--- src/rtl/alu_result_writer_if.sv ---
`default_nettype none
// =============================================================================
// Interface : alu_result_writer_if
// ALU result strobe, result-RAM port and host readback port of the writer.
// Revision  : 1.0
// =============================================================================
interface alu_result_writer_if #(
    parameter int MU_W   = 18,
    parameter int ADDR_W = 4
);
    // ALU result side
    logic              web;
    logic [MU_W-1:0]   MU1;
    logic [MU_W-1:0]   MU2;
    logic [MU_W-1:0]   MU3;
    logic [MU_W-1:0]   MU4;
    logic              ALU_done;

    // Single-port result RAM
    logic              ram_cs;
    logic              ram_we;
    logic [ADDR_W-1:0] ram_addr;
    logic [MU_W-1:0]   ram_wdata;
    logic [MU_W-1:0]   ram_rdata;

    // Host readback
    logic              rd_en;
    logic [ADDR_W-1:0] rd_addr;
    logic              rd_valid;
    logic [MU_W-1:0]   rd_data;

    // Status
    logic              busy;
    logic              res_done;
    logic              overflow;

    modport master (
        output web, MU1, MU2, MU3, MU4, ALU_done,
        output ram_rdata, rd_en, rd_addr,
        input  ram_cs, ram_we, ram_addr, ram_wdata,
        input  rd_valid, rd_data, busy, res_done, overflow
    );

    modport slave (
        input  web, MU1, MU2, MU3, MU4, ALU_done,
        input  ram_rdata, rd_en, rd_addr,
        output ram_cs, ram_we, ram_addr, ram_wdata,
        output rd_valid, rd_data, busy, res_done, overflow
    );
endinterface
`default_nettype wire

--- src/rtl/alu_result_writer.sv ---
`default_nettype none
// =============================================================================
// Module   : alu_result_writer
// Captures ALU row sums into a two-slot buffer, serialises them into a
// single-port result RAM and lends idle RAM cycles to host readback.
// Revision : 1.0
// =============================================================================
module alu_result_writer #(
    parameter int MU_W         = 18,
    parameter int ADDR_W       = 4,
    parameter int ROWS_PER_RUN = 4
) (
    input  wire logic          clk,
    input  wire logic          rst,
    alu_result_writer_if.slave bus
);
    localparam int c_ROW_WORDS = 4;

    typedef enum logic [1:0] {
        S_IDLE  = 2'd0,
        S_WRITE = 2'd1,
        S_DONE  = 2'd2
    } state_t;

    typedef logic [c_ROW_WORDS-1:0][MU_W-1:0] row_t;

    if (c_ROW_WORDS * ROWS_PER_RUN > (1 << ADDR_W)) begin : g_run_fit_check
        $error("a run of ROWS_PER_RUN rows does not fit in the result RAM");
    end

    state_t            r_state;
    state_t            w_state_nx;
    logic [1:0]        r_sub;
    logic [ADDR_W-1:0] r_wr_ptr;

    row_t              w_in_row;
    row_t              r_act_row;
    row_t              r_pend_row;
    row_t              w_act_row_nx;
    row_t              w_pend_row_nx;
    logic              r_act_full;
    logic              r_pend_full;
    logic              w_act_full_nx;
    logic              w_pend_full_nx;
    logic              w_drop;

    logic              r_done_pend;
    logic              w_done_pend_any;
    logic              r_overflow;
    logic              w_row_end;

    logic              w_rd_accept;
    logic              r_rd_valid;
    logic [MU_W-1:0]   r_rd_hold;

    logic              w_ram_cs;
    logic              w_ram_we;
    logic [ADDR_W-1:0] w_ram_addr;
    logic [MU_W-1:0]   w_ram_wdata;
    logic              w_res_done;

    assign w_in_row        = {bus.MU4, bus.MU3, bus.MU2, bus.MU1};
    assign w_row_end       = (r_state == S_WRITE) && (r_sub == 2'(c_ROW_WORDS - 1));
    assign w_done_pend_any = r_done_pend | bus.ALU_done;

    // Slot bookkeeping: the row finishing this cycle frees the active slot
    // before the incoming web picks its slot, so a web on the last word
    // of a row is never counted as an overflow.
    always_comb begin
        w_act_full_nx  = r_act_full;
        w_pend_full_nx = r_pend_full;
        w_act_row_nx   = r_act_row;
        w_pend_row_nx  = r_pend_row;
        w_drop         = 1'b0;
        if (w_row_end) begin
            w_act_full_nx  = r_pend_full;
            w_act_row_nx   = r_pend_row;
            w_pend_full_nx = 1'b0;
        end
        if (bus.web) begin
            if (!w_act_full_nx) begin
                w_act_full_nx = 1'b1;
                w_act_row_nx  = w_in_row;
            end else if (!w_pend_full_nx) begin
                w_pend_full_nx = 1'b1;
                w_pend_row_nx  = w_in_row;
            end else begin
                w_drop = 1'b1;
            end
        end
    end

    always_ff @(posedge clk) begin
        if (!rst) begin
            r_state <= S_IDLE;
        end else begin
            r_state <= w_state_nx;
        end
    end

    // Leaving IDLE on the web itself (not on the registered slot flag)
    // is what puts the first word on the RAM one cycle after the strobe.
    always_comb begin
        w_state_nx  = r_state;
        w_ram_cs    = 1'b0;
        w_ram_we    = 1'b0;
        w_ram_addr  = r_wr_ptr;
        w_ram_wdata = r_act_row[r_sub];
        w_rd_accept = 1'b0;
        w_res_done  = 1'b0;
        case (r_state)
            S_IDLE: begin
                if (bus.rd_en && !r_act_full && !r_pend_full && !bus.web) begin
                    w_rd_accept = 1'b1;
                    w_ram_cs    = 1'b1;
                    w_ram_addr  = bus.rd_addr;
                end
                if (w_act_full_nx) begin
                    w_state_nx = S_WRITE;
                end else if (w_done_pend_any) begin
                    w_state_nx = S_DONE;
                end
            end
            S_WRITE: begin
                w_ram_cs = 1'b1;
                w_ram_we = 1'b1;
                if (w_row_end) begin
                    if (w_act_full_nx) begin
                        w_state_nx = S_WRITE;
                    end else if (w_done_pend_any) begin
                        w_state_nx = S_DONE;
                    end else begin
                        w_state_nx = S_IDLE;
                    end
                end
            end
            S_DONE: begin
                w_res_done = 1'b1;
                w_state_nx = S_IDLE;
            end
            default: begin
                w_state_nx = S_IDLE;
            end
        endcase
    end

    always_ff @(posedge clk) begin
        if (!rst) begin
            r_sub       <= '0;
            r_wr_ptr    <= '0;
            r_act_row   <= '0;
            r_pend_row  <= '0;
            r_act_full  <= 1'b0;
            r_pend_full <= 1'b0;
            r_done_pend <= 1'b0;
            r_overflow  <= 1'b0;
            r_rd_valid  <= 1'b0;
            r_rd_hold   <= '0;
        end else begin
            r_act_row   <= w_act_row_nx;
            r_pend_row  <= w_pend_row_nx;
            r_act_full  <= w_act_full_nx;
            r_pend_full <= w_pend_full_nx;
            if (w_drop) begin
                r_overflow <= 1'b1;
            end
            // A run-end strobe landing on the DONE cycle opens the next run.
            r_done_pend <= bus.ALU_done | (r_done_pend & (r_state != S_DONE));
            if (r_state == S_WRITE) begin
                r_wr_ptr <= r_wr_ptr + 1'b1;
                r_sub    <= r_sub + 1'b1;
            end else begin
                r_sub <= '0;
                if (r_state == S_DONE) begin
                    r_wr_ptr <= '0;
                end
            end
            r_rd_valid <= w_rd_accept;
            if (r_rd_valid) begin
                r_rd_hold <= bus.ram_rdata;
            end
        end
    end

    assign bus.ram_cs    = w_ram_cs;
    assign bus.ram_we    = w_ram_we;
    assign bus.ram_addr  = w_ram_addr;
    assign bus.ram_wdata = w_ram_wdata;
    assign bus.rd_valid  = r_rd_valid;
    assign bus.rd_data   = r_rd_valid ? bus.ram_rdata : r_rd_hold;
    assign bus.busy      = (r_state != S_IDLE) | r_act_full | r_pend_full;
    assign bus.res_done  = w_res_done;
    assign bus.overflow  = r_overflow;

endmodule
`default_nettype wire

--- src/flat_wrapper.sv ---
// flat-port wrapper written by rule: the top's interface ports become plain ports
module alu_result_writer_flat 
#(
    parameter int MU_W         = 18,
    parameter int ADDR_W       = 4,
    parameter int ROWS_PER_RUN = 4
)
  (clk, rst, bus_web, bus_MU1, bus_MU2, bus_MU3, bus_MU4, bus_ALU_done, bus_ram_rdata, bus_rd_en, bus_rd_addr, bus_ram_cs, bus_ram_we, bus_ram_addr, bus_ram_wdata, bus_rd_valid, bus_rd_data, bus_busy, bus_res_done, bus_overflow);
  alu_result_writer_if #(.MU_W(MU_W), .ADDR_W(ADDR_W)) bus_i ();
  input  wire logic clk;
  input  wire logic rst;
  input wire logic [$bits(bus_i.web)-1:0] bus_web;
  input wire logic [$bits(bus_i.MU1)-1:0] bus_MU1;
  input wire logic [$bits(bus_i.MU2)-1:0] bus_MU2;
  input wire logic [$bits(bus_i.MU3)-1:0] bus_MU3;
  input wire logic [$bits(bus_i.MU4)-1:0] bus_MU4;
  input wire logic [$bits(bus_i.ALU_done)-1:0] bus_ALU_done;
  input wire logic [$bits(bus_i.ram_rdata)-1:0] bus_ram_rdata;
  input wire logic [$bits(bus_i.rd_en)-1:0] bus_rd_en;
  input wire logic [$bits(bus_i.rd_addr)-1:0] bus_rd_addr;
  output wire logic [$bits(bus_i.ram_cs)-1:0] bus_ram_cs;
  output wire logic [$bits(bus_i.ram_we)-1:0] bus_ram_we;
  output wire logic [$bits(bus_i.ram_addr)-1:0] bus_ram_addr;
  output wire logic [$bits(bus_i.ram_wdata)-1:0] bus_ram_wdata;
  output wire logic [$bits(bus_i.rd_valid)-1:0] bus_rd_valid;
  output wire logic [$bits(bus_i.rd_data)-1:0] bus_rd_data;
  output wire logic [$bits(bus_i.busy)-1:0] bus_busy;
  output wire logic [$bits(bus_i.res_done)-1:0] bus_res_done;
  output wire logic [$bits(bus_i.overflow)-1:0] bus_overflow;
  assign bus_i.web = bus_web;
  assign bus_i.MU1 = bus_MU1;
  assign bus_i.MU2 = bus_MU2;
  assign bus_i.MU3 = bus_MU3;
  assign bus_i.MU4 = bus_MU4;
  assign bus_i.ALU_done = bus_ALU_done;
  assign bus_i.ram_rdata = bus_ram_rdata;
  assign bus_i.rd_en = bus_rd_en;
  assign bus_i.rd_addr = bus_rd_addr;
  assign bus_ram_cs = bus_i.ram_cs;
  assign bus_ram_we = bus_i.ram_we;
  assign bus_ram_addr = bus_i.ram_addr;
  assign bus_ram_wdata = bus_i.ram_wdata;
  assign bus_rd_valid = bus_i.rd_valid;
  assign bus_rd_data = bus_i.rd_data;
  assign bus_busy = bus_i.busy;
  assign bus_res_done = bus_i.res_done;
  assign bus_overflow = bus_i.overflow;
  alu_result_writer #(.MU_W(MU_W), .ADDR_W(ADDR_W), .ROWS_PER_RUN(ROWS_PER_RUN)) u_core (.clk(clk), .rst(rst), .bus(bus_i));
endmodule
--- config.mk ---
export PLATFORM = sky130hd
export DESIGN_NAME = alu_result_writer_flat
export DESIGN_NICKNAME = d
export VERILOG_FILES = /design/src/rtl/alu_result_writer_if.sv /design/src/rtl/alu_result_writer.sv /design/src/flat_wrapper.sv
export SDC_FILE = /design/constraint.sdc
export NUM_CORES = 1
export LEC_CHECK = 0
export CAP_MARGIN = 40
export CORE_ASPECT_RATIO = 1.5
export CORE_MARGIN = 5
export CORE_UTILIZATION = 48
export CTS_CLUSTER_SIZE = 16
export DETAILED_ROUTE_END_ITERATION = 12
export GPL_TIMING_DRIVEN = 0
export PLACE_DENSITY = 0.82
export SKIP_CTS_REPAIR_TIMING = 1
export SLEW_MARGIN = 25
export SYNTH_ARGS = -nofsm -noshare
export SYNTH_HDL_FRONTEND = slang
export SYNTH_SLANG_ARGS = --single-unit
--- constraint.sdc ---
create_clock -name clk -period 1.97 [get_ports clk]
set_input_delay 0.2955 -clock clk [delete_from_list [all_inputs] [get_ports clk]]
set_output_delay 0.2955 -clock clk [all_outputs]
set_load 0.05 [all_outputs]
### Word-level counts from Yosys, hierarchy flattened

Index checks and enable logic that the tools add are counted.

* register bits: 175
* input port bits: 99
* output and inout bits: 46
* logic and storage cells: 74

* add/sub/neg operators: 2
* magnitude comparators: 1
* eq/ne operators: 6
* mux-type cells: 28
* bitwise logic cells: 6
* reductions and logical operators: 14

Operators with widths (number)
* $mux W72: 3
* $bmux W18 S2: 1
* $mux W18: 2
* $mux W4: 4
* $mux W1: 11
* $mux W2: 5
* $reduce_and A2 Y1: 3
* $add A4 B1 Y4 const B: 1
* $eq A2 B2 Y1 const B: 2
* $logic_and A1 B1 Y1: 4
* $or A1 B1 Y1: 4
* $pmux W2 S2: 1
* $reduce_bool A2 Y1: 2
* $logic_not A1 Y1: 3
* $lt A2 B3 Y1 const B: 1
* $ne A3 B1 Y1 const B: 1
* $reduce_and A3 Y1: 1
* $add A2 B1 Y2 const B: 1
* $eq A2 B1 Y1 const B: 1
* $logic_not A2 Y1: 1
* $ne A2 B1 Y1 const B: 1
* $ne A2 B2 Y1 const B: 1
* $pmux W1 S2: 1
* $and A1 B1 Y1: 1
* $not A1 Y1: 1

### Logic depth before layout (Yosys ltp)

* word-level depth: 7
* depth in mapped cells: 8
* gate-level depth less buffers: 6

### Least setup slack after synthesis

Ideal clock, no wire load.

* path kind: flip-flop to output port
* start: register u_core.r_state[1]
* end: output bus_ram_cs
* arrival: 1.932 ns
* slack: -0.258 ns
* stages on the path, launching flop included: 7
* path through: dfxtp_1 inv_1 ha_1 clkbuf_1 clkbuf_1 inv_1 nand2_1

* longest elaborated chain between the ends: 2
* elaborated cells on any way between the ends: 3
* those cells by class: eq/ne (1); mux (1); reduce/logical (1)

RTL lines
* start, declared: RTL line alu_result_writer.sv:31 `state_t r_state;`
* start signal, assigned: RTL line alu_result_writer.sv:97 `r_state <= w_state_nx;`
* $eq A2 B1 Y1 / $logic_not A2 Y1 (equally long branches): RTL line alu_result_writer.sv:111 `case (r_state)`
* $pmux W1 S2 *: RTL line alu_result_writer.sv:111
* end, declared: RTL line flat_wrapper.sv:21 `output wire logic [$bits(bus_i.ram_cs)-1:0] bus_ram_cs;`

Every way passes the cells marked *; elsewhere a longest branch is shown, timed or not.

### Worst setup path after layout

* start: register u_core.r_sub[0]
* end: output bus_ram_wdata[7]

* longest elaborated chain between the ends: 2

RTL lines
* start, declared: RTL line alu_result_writer.sv:33 `logic [1:0] r_sub;`
* start signal, assigned: RTL line alu_result_writer.sv:171 `r_sub <= r_sub + 1'b1;`
* $bmux W18 S2: RTL line alu_result_writer.sv:108 `w_ram_wdata = r_act_row[r_sub];`
* $mux W18 (not written as such): RTL line alu_result_writer.sv:108
* end, declared: RTL line flat_wrapper.sv:24 `output wire logic [$bits(bus_i.ram_wdata)-1:0] bus_ram_wdata;`

Every way passes these cells. The select of a mux whose other input is x is not followed.

==> results.sh <==
export IMPL_synthesis_area_um2=8190
export IMPL_total_power_mw=9.53
export IMPL_drtIter0Drc=865
export IMPL_clock_skew_final_ps=8.65
export IMPL_cts_max_level=4
export IMPL_path_max_fanout=6
export IMPL_finalSetupViolCount=89
export IMPL_cellLeakagePower_nw=4.68
export IMPL_wl_mm=27.2
export IMPL_worstMarginPinSlew_ps=814
export IMPL_place_area_um2=9890
export IMPL_holdWs_ps=453
export IMPL_vias=7664
export IMPL_p_sw_mw=2.77
export IMPL_grt_pass1_vias=7217
export IMPL_pre_cts_ws_ps=-1010
export IMPL_gp_congestion=0.970
export IMPL_drc=0
export IMPL_grt_pass1_wl_mm=37.9
export IMPL_grt_start_max_net_pins=17
export IMPL_worstPathArrival_ps=1870
export IMPL_failed_checks="negative setup slack"
export IMPL_wl_per_cell_um=21.2
export IMPL_synth_cells=879
export IMPL_synth_seq_cells=175
export IMPL_p_comb_share_pct=22.1
export IMPL_track_usage_pct=24.6
export IMPL_clkPwrFrac_pct=36.6
export IMPL_irDropWorstVdd_v=0.000505
export IMPL_p_per_area_nw_per_um2=858
export IMPL_clk_pin_slew_ps=70
export IMPL_p_sw_share_pct=29.1
export IMPL_fill_cells=1217
export IMPL_synth_flop_cell="dfxtp_1"
export IMPL_worstHoldPathType="in -> reg"
export IMPL_dr_pass1_iters=5
export IMPL_cts_tree="built"
export IMPL_fin_area_um2=11100
export IMPL_worstSetupPathType="reg -> out"
export IMPL_die_w_um=117
export IMPL_period_needed_ps=2170
export IMPL_core_area_um2=16800
export IMPL_dp_hpwl_mm=18.0
export IMPL_final_antenna_net_count=0
export IMPL_antenna_found_initial=0
export IMPL_ios=145
export IMPL_intPower_mw=6.76
export IMPL_syn_to_final_growth_pct=35.8
export IMPL_worst_slack_ps=-196
export IMPL_p_seq_share_pct=41.4
export IMPL_numCtsBuffers=17
export IMPL_crit_path_start_kind="flip-flop"
export IMPL_ys_warn_count=0
export IMPL_postSynth_asyncResetShare_pct=0
export IMPL_fmaxAchievable_mhz=462
export IMPL_grt_overflow_total=0
export IMPL_dieArea_um2=19800
export IMPL_worstPathRequired_ps=1670
export IMPL_die_h_um=170
export IMPL_cts_num_sinks=175
export IMPL_nets=1165
export IMPL_worst_skew_pair_late_latency_ps=430
export IMPL_diodes=0
export IMPL_hold_viol_final=0
export IMPL_relSlewSlack_pct=45.7
export IMPL_cap_violations=0
export IMPL_status="complete, but fails checks"
export IMPL_rows=58
export IMPL_drt_vias_per_instance=5.98
export IMPL_cts_root_buffer="clkbuf_16"
export IMPL_rsz0062_at_grt="yes"
export IMPL_cts_path_max_buffers=2
export IMPL_synth_cell_types=35
export IMPL_synth_area_per_cell_um2=9.31
export IMPL_drive_above_1_share_pct=24.0
export IMPL_finalMaxSlewViolations=0
export IMPL_io_buffers=143
export IMPL_syn_nets=983
export IMPL_synth_edf_count=0
export IMPL_cp_end_kind="output port"
export IMPL_timing_final_crit_share_pct=110
export IMPL_start_util_pct=48.8
export IMPL_utilization_pct=66.3
export IMPL_synth_seq_area_share_pct=42.8
==> metrics by stage <==
| stage | setup TNS [ps] | std cells |
|---|---|---|
| final | -6810 | 1282 |
| after global routing | -10700 | 1282 |
| after CTS | -59160 | 1262 |
| after detailed placement | -34250 | 1232 |
| after global placement | -28790 | 1232 |
| after floorplan | 0 | 879 |
==> area by class of cell <==
class,instances,area [um^2],area share (%)
plain buffers,82,582,5.23
clock buffers,24,482,4.33
clock inverters,6,108,0.968
repair buffers,163,1720,15.5
flip-flops and latches,175,3510,31.6
multi-input cells,617,4430,39.8
inverters,5,18.8,0.169
well taps,210,263,2.36
==> synthesized netlist by cell type, types with 2 or more instances <==
library cell | instances | area share, %
inv_1 | 4 | 0.18
mux2i_1 | 72 | 8.8
nand4b_1 | 2 | 0.21
mux4_2 | 18 | 5.0
o21ai_0 | 4 | 0.24
buf_2 | 14 | 0.86
a21oi_1 | 6 | 0.37
a311oi_1 | 12 | 1.3
mux2_2 | 23 | 3.2
nand3b_1 | 2 | 0.18
dfxtp_1 | 175 | 43
and2_1 | 18 | 1.4
nand2b_1 | 3 | 0.23
nor3_1 | 2 | 0.12
a311oi_2 | 60 | 11
nand3_1 | 75 | 4.6
nand2_1 | 225 | 10
ha_1 | 5 | 0.76
nor2_1 | 79 | 3.6
buf_6 | 7 | 0.96
clkbuf_1 | 59 | 2.7
==> layer usage <==
metal / vias up / global-route usage [%] / wire (um)
li1: 3427 / - / -
met1: 3602 / 28.9 / 9800
met2: 510 / 41.0 / 13100
met3: 125 / 4.48 / 2500
met4: 0 / 15.1 / 1850
met5: - / 0 / 0
==> cell families (layout without fill, tap and decap cells) <==
family	after synthesis	count (layout)	synth area share, %
buf+inv	87	280	4.89
fa+ha+maj	5	5	0.764
compound gates	88	88	13.4
simple gates	411	411	21.2
mux	113	113	16.9
flops	175	175	42.8
==> cells in the final DEF, fill, tap and decap left out, drive strengths merged, types with 23 or more instances in the layout <==
master / n
nand2: 225
mux2: 23
dfxtp: 175
nand3: 75
buf: 76
a311oi: 72
clkbuf: 83
nor2: 79
mux2i: 72
clkdlybuf4s50: 99
==> sequential cells by signal, indices dropped and copies added (netlist names) <==
register / cells
u_core.r_sub: 2
u_core.r_wr_ptr: 4
u_core.r_rd_hold: 18
u_core.r_pend_row: 72
u_core.bus.overflow: 1
u_core.r_state: 2
u_core.r_act_full: 1
u_core.bus.rd_valid: 1
u_core.r_act_row: 72
u_core.r_pend_full: 1
u_core.r_done_pend: 1
==> power groups by stage <==
stage	logic, mW	clock network [mW]	registers, mW
after floorplan	1.19	0	3.91
after global placement	1.78	0	3.97
after detailed placement	1.80	0	3.98
after CTS	1.82	3.46	3.91
after global routing	2.22	3.63	3.94
final	2.10	3.48	3.94
==> worst max-delay path, stage by stage, from the launching register on <==
cell and delay, ps:
dfxtp_4 380, buf_8 140, buf_4 120, buf_6 80
mux4_2 540, buf_8 180
==> worst paths after layout <==
| kind | end | from | cells past startpoint | slack, ps |
|---|---|---|---|---|
| min | u_core.r_pend_row[28] | bus_MU2[10] | 3 | 450 |
| max | bus_ram_wdata[7] | u_core.r_sub[0] | 5 | -200 |
| max reg2reg | u_core.r_act_row[29] | u_core.r_state[1] | 9 | -120 |
| min reg2reg | u_core.r_pend_row[47] | u_core.r_pend_row[47] | 2 | 460 |
Note: power is estimated with default switching activity, not from simulation.
